`config.mk`:
```
export PLATFORM = sky130hd
export DESIGN_NAME = serial_shift_pair_flat
export DESIGN_NICKNAME = d
export VERILOG_FILES = /design/src/rtl/serial_shift_pair_if.sv /design/src/rtl/serial_shift_pair.sv /design/src/flat_wrapper.sv
export SDC_FILE = /design/constraint.sdc
export NUM_CORES = 1
export LEC_CHECK = 0
export CAP_MARGIN = 20
export CORE_MARGIN = 2
export CORE_UTILIZATION = 31
export CTS_BUF_LIST = sky130_fd_sc_hd__clkbuf_4
export CTS_CLUSTER_SIZE = 24
export DETAILED_ROUTE_END_ITERATION = 10
export PLACE_DENSITY = 0.66
export SYNTH_ARGS = -nofsm -noshare
export SYNTH_HDL_FRONTEND = slang
export SYNTH_SLANG_ARGS = --single-unit
```
`constraint.sdc`:
```
create_clock -name clk -period 1.5 [get_ports clk]
set_clock_uncertainty 0.05 [all_clocks]
set_input_delay 0.3 -clock clk [delete_from_list [all_inputs] [get_ports clk]]
set_output_delay 0.3 -clock clk [all_outputs]
set_load 0.1 [all_outputs]
```
`src/rtl/serial_shift_pair_if.sv`:
```
// serial_shift_pair_if
//
// Purpose:
//   Bundles the datapath signals of serial_shift_pair so the staging block
//   and whatever sequences it (an FSM or a testbench) share one connection.
//   Clock and reset stay outside the interface as plain ports.
//
// Signals:
//   mode        1 = parallel load of the input register, 0 = shift right
//   ser_in      fill bit entering the input register MSB while shifting
//   par_in      parallel word loaded into the input register
//   ser_out     LSB of the input register (serial stream out)
//   in_state    full input register contents
//   out_ser_in  serial result bit captured by the output register each clock
//   out_par     full output register contents
//
// Modports:
//   master  drives the controls and the serial result bit, observes outputs
//   slave   the staging block itself
interface serial_shift_pair_if #(
    parameter int WIDTH = 8
);
    logic             mode;
    logic             ser_in;
    logic [WIDTH-1:0] par_in;
    logic             ser_out;
    logic [WIDTH-1:0] in_state;
    logic             out_ser_in;
    logic [WIDTH-1:0] out_par;

    modport master (
        output mode,
        output ser_in,
        output par_in,
        output out_ser_in,
        input  ser_out,
        input  in_state,
        input  out_par
    );

    modport slave (
        input  mode,
        input  ser_in,
        input  par_in,
        input  out_ser_in,
        output ser_out,
        output in_state,
        output out_par
    );
endinterface

```
`src/rtl/serial_shift_pair.sv`:
```
// serial_shift_pair
//
// Purpose:
//   Staging registers around a bit-serial arithmetic stage. The input half
//   turns a parallel word into an LSB-first bit stream; the output half
//   reassembles an LSB-first result stream into a parallel word. The two
//   halves are independent and share only clk and rst; the controlling FSM
//   sequences them purely by cycle count.
//
// Parameters:
//   WIDTH  word width of both registers (at least 2)
//
// Ports:
//   clk  rising-edge clock for all state
//   rst  synchronous active-high reset, clears both registers
//   bus  serial_shift_pair_if slave modport:
//          mode, ser_in, par_in  -> input register control and data
//          ser_out, in_state     <- input register LSB and contents
//          out_ser_in            -> result bit captured every clock
//          out_par               <- output register contents
module serial_shift_pair #(
    parameter int WIDTH = 8
) (
    input  logic                 clk,
    input  logic                 rst,
    serial_shift_pair_if.slave   bus
);

    // A one-bit register cannot shift anything into its own MSB in a useful
    // way, and the slice [WIDTH-1:1] below would be malformed, so refuse it.
    generate
        if (WIDTH < 2) begin : g_width_check
            $error("serial_shift_pair: WIDTH must be at least 2");
        end
    endgenerate

    logic [WIDTH-1:0] in_reg;
    logic [WIDTH-1:0] out_reg;

    // Input register: reset beats load, load beats shift. While shifting,
    // ser_in enters at the MSB so after WIDTH shifts only fill bits remain;
    // par_in is ignored here and ser_in is ignored while loading.
    always_ff @(posedge clk) begin
        if (rst) begin
            in_reg <= '0;
        end else if (bus.mode) begin
            in_reg <= bus.par_in;
        end else begin
            in_reg <= {bus.ser_in, in_reg[WIDTH-1:1]};
        end
    end

    // Output register: no enable, it captures out_ser_in on every edge.
    // Bits arriving LSB-first march down from the MSB, so after WIDTH edges
    // the first bit received sits in out_reg[0].
    always_ff @(posedge clk) begin
        if (rst) begin
            out_reg <= '0;
        end else begin
            out_reg <= {bus.out_ser_in, out_reg[WIDTH-1:1]};
        end
    end

    // ser_out is taken straight from state so a freshly loaded bit 0 is
    // visible in the cycle right after the load edge.
    assign bus.ser_out  = in_reg[0];
    assign bus.in_state = in_reg;
    assign bus.out_par  = out_reg;

endmodule

```
`src/flat_wrapper.sv`:
```
// flat-port wrapper written by rule: the top's interface ports become plain ports
module serial_shift_pair_flat 
#(
    parameter int WIDTH = 8
)
  (clk, rst, bus_mode, bus_ser_in, bus_par_in, bus_out_ser_in, bus_ser_out, bus_in_state, bus_out_par);
  serial_shift_pair_if #(.WIDTH(WIDTH)) bus_i ();
  input  logic clk;
  input  logic rst;
  input wire logic [$bits(bus_i.mode)-1:0] bus_mode;
  input wire logic [$bits(bus_i.ser_in)-1:0] bus_ser_in;
  input wire logic [$bits(bus_i.par_in)-1:0] bus_par_in;
  input wire logic [$bits(bus_i.out_ser_in)-1:0] bus_out_ser_in;
  output wire logic [$bits(bus_i.ser_out)-1:0] bus_ser_out;
  output wire logic [$bits(bus_i.in_state)-1:0] bus_in_state;
  output wire logic [$bits(bus_i.out_par)-1:0] bus_out_par;
  assign bus_i.mode = bus_mode;
  assign bus_i.ser_in = bus_ser_in;
  assign bus_i.par_in = bus_par_in;
  assign bus_i.out_ser_in = bus_out_ser_in;
  assign bus_ser_out = bus_i.ser_out;
  assign bus_in_state = bus_i.in_state;
  assign bus_out_par = bus_i.out_par;
  serial_shift_pair #(.WIDTH(WIDTH)) u_core (.clk(clk), .rst(rst), .bus(bus_i));
endmodule
```
==> impl_metrics.csv <==
group,metric,value,unit
run_status,outcome,"finished, final reports clean",
cts,cts_max_path_buffers,2,
worst_hold_path,hold_path.startpoint,"u_core.bus.out_par[1]",
worst_hold_path,hp-class,"reg2reg",
pwr,leakagePower,0.431,nW
pwr,p_int,0.657,mW
route,wirelength,1110,um
critical_path,cp-start-kind,"flop",
sta,tightestPinTransition,0.138,ns
synth,synthTopCellsByArea,"dfxtp_1 63%, mux2i_1 16%, nor2b_1 9.9%",
cts,cts-resized-gates,0,
critical_path,cp_num_buf_inv,1,
global_route,antenna_found_initial,0,
pwr,vdd_ir_drop_max,0.685,mV
sta,rsz0062_at_grt,"false",
floorplan,die_area,0.00197,mm2
cts,cts_root_buf,"clkbuf_4",
synth,synth_seq_cells,16,
sta,setup_tns,0,ns
layout,drive_gt1_frac,0.307,
global_route,grt_overflow,0,
job,drv_cap,0,
sta,setup_ws,0.277,ns
synth,synth_top_cells_by_count,"16 x dfxtp_1, 8 x mux2i_1, 8 x nor2_1, 8 x nor2b_1, 2 x buf_4",
floorplan,die_x,44.4,um
synth,syn_inst,43,
critical_path,ff2ff_path_depth,2,
pwr,p_sw,0.316,mW
sta,fin_crit,1.22,ns
route,first_pass_iters,1,
sta,max_slew_margin,0.905,
layout,antenna_cells,0,
sta,holdWs,0.457,ns
cts,cts_buffers,3,
critical_path,crit_required,1.15,ns
floorplan,pin_count,30,
critical_path,rr_startpoint,"u_core.bus.in_state[4]",
cts,clkSinkCount,16,
synth,synthFlopType,"dfxtp_1",
layout,nFillCells,111,
sta,drv_slew,0,
synth,synth_top_area_frac,0.632,
synth,synth_edf_count,0,
route,routedWlPerCell,12.2,um
placement,routabilityCongestion,0.703,
global_route,grt_pass1_wl,1630,um
critical_path,worstPathCellList,"buf_12",
floorplan,coreArea,0.00152,mm2
pwr,p_sw_frac,0.325,
synth,syn_nets,56,
route,vias,402,
critical_path,r2r_slack,0.79,ns
floorplan,initial_core_util,0.333,
route,drc,0,
cts,postCtsSetupBuffers,0,
critical_path,crit_path_top_delay_cell,"dfxtp_1",
sta,setup_violations,0,
sta,max_freq,0.817,GHz
pwr,seqPwrFrac,0.474,
pwr,p_comb_frac,0.295,
global_route,grt_max_degree,17,
placement,port_buffers,29,
cts,clkSlewWorstSetupHoldPaths,0.09,ns
route,drt_iter0_markers,0,
route,avgViaCountPerCell,4.42,
route,ant_nets,0,
synth,synth_warnings,0,
cts,cts_max_level,1,
placement,post-place-ws,0.111,ns
synth,yosysMostFrequentCell,"dfxtp_1",
layout,area.growth.synth_to_final,100,%
critical_path,endpoint_kind,"output pin",
critical_path,path_class,"reg2out",
worst_hold_path,hold_end,"u_core.bus.out_par[0]",
pwr,power_frac_clock,0.231,
critical_path,critPathMaxStageDelay,0.40,ns
global_route,grtUsageTotal,0.120,
critical_path,cp.arrival,0.87,ns
cts,cts_tree,"built",
cts,clk_latency,0.28,ns
critical_path,cp_max_fo,2,
critical_path,r2r_end,"u_core.bus.in_state[3]",
layout,final_nets,89,
synth,async_flop_share,0,
synth,syn_avg_cell_area,11.8,um2
sta,timing.final.crit_share,0.816,
pwr,p_per_area,958,mW/mm2
synth,yosysTopAreaCell,"dfxtp_1",
synth,synthDistinctLibCells,6,
sta,hold_violations,0,
global_route,first_global_vias,381,
critical_path,cpLargestDelayFamily,"flip-flops",
floorplan,die_h,44.4,um
synth,ys_seq_area_frac,0.632,
worst_hold_path,hold_path_depth,1,
cts,cts_hold_buffers,0,
floorplan,rows,14,
synth,syn_area,507,um2
-- per-stage QoR --
stage | util | area (um2) | total power, mW | std cells
floorplan | - | 508 | 0.631 | 43
global placement | 0.649 | 990 | 0.757 | 87
detailed placement | 0.649 | 990 | 0.761 | 87
CTS | 0.667 | 1020 | 0.986 | 91
global route | 0.667 | 1020 | 1.00 | 91
finish | 0.667 | 1020 | 0.973 | 91
-- per-layer routing --
metal,track usage,share of wire
met3,0.0163,0.052
met1,0.117,0.39
met4,0.109,0.017
met2,0.215,0.54
met5,0,0
-- layout by cell type, fill, tap and decap left out --
master	netlist	layout
buf_12	0	18
dfxtp_1	16	15
clkdlybuf4s50_1	0	12
mux2i_1	8	8
nor2_1	8	8
nor2b_1	8	8
clkbuf_4	0	3
clkinv_1	0	1
buf_4	2	1
dfxtp_2	0	1
-- power groups by stage --
stage / registers (mW) / logic [mW] / clock network (mW)
after global routing: 0.464 / 0.295 / 0.245
final: 0.461 / 0.287 / 0.225
after CTS: 0.462 / 0.290 / 0.234
after floorplan: 0.585 / 0.0457 / 0
after global placement: 0.471 / 0.286 / 0
after detailed placement: 0.472 / 0.289 / 0
-- sequential cells by signal, summed over array words and instances, names as in the netlist --
register,cells
u_core.bus.in_state,8
u_core.bus.out_par,8
-- worst max path at each step --
| stage | depth (start not counted) | startpoint | slack (ns) | end |
|---|---|---|---|---|
| detailed placement | 4 | bus_mode | 0.11 | u_core.bus.in_state[0] |
| CTS | 1 | u_core.bus.in_state[3] | 0.25 | bus_in_state[3] |
| finish | 1 | u_core.bus.in_state[5] | 0.28 | bus_in_state[5] |
| global placement | 4 | bus_mode | 0.14 | u_core.bus.in_state[1] |
| global route | 1 | u_core.bus.in_state[3] | 0.25 | bus_in_state[3] |
| floorplan | 1 | u_core.bus.in_state[0] | 0.13 | bus_in_state[0] |
-- cell type report --
cell class	count	area [um2]	share of cell area
multi-input cells	24	160	0.158
well taps	16	20.0	0.0197
repair buffers	31	488	0.480
clock buffers	3	22.5	0.0222
clock inverters	1	3.75	0.00369
flip-flops and latches	16	322	0.317
-- kinds of logic after synthesis --
group	after synthesis	share of synthesized area
DFF	16	0.632
and+or+nand+nor	16	0.158
muxes	8	0.158
buffers and inverters	3	0.0518
Note: power is estimated with default switching activity, not from simulation.
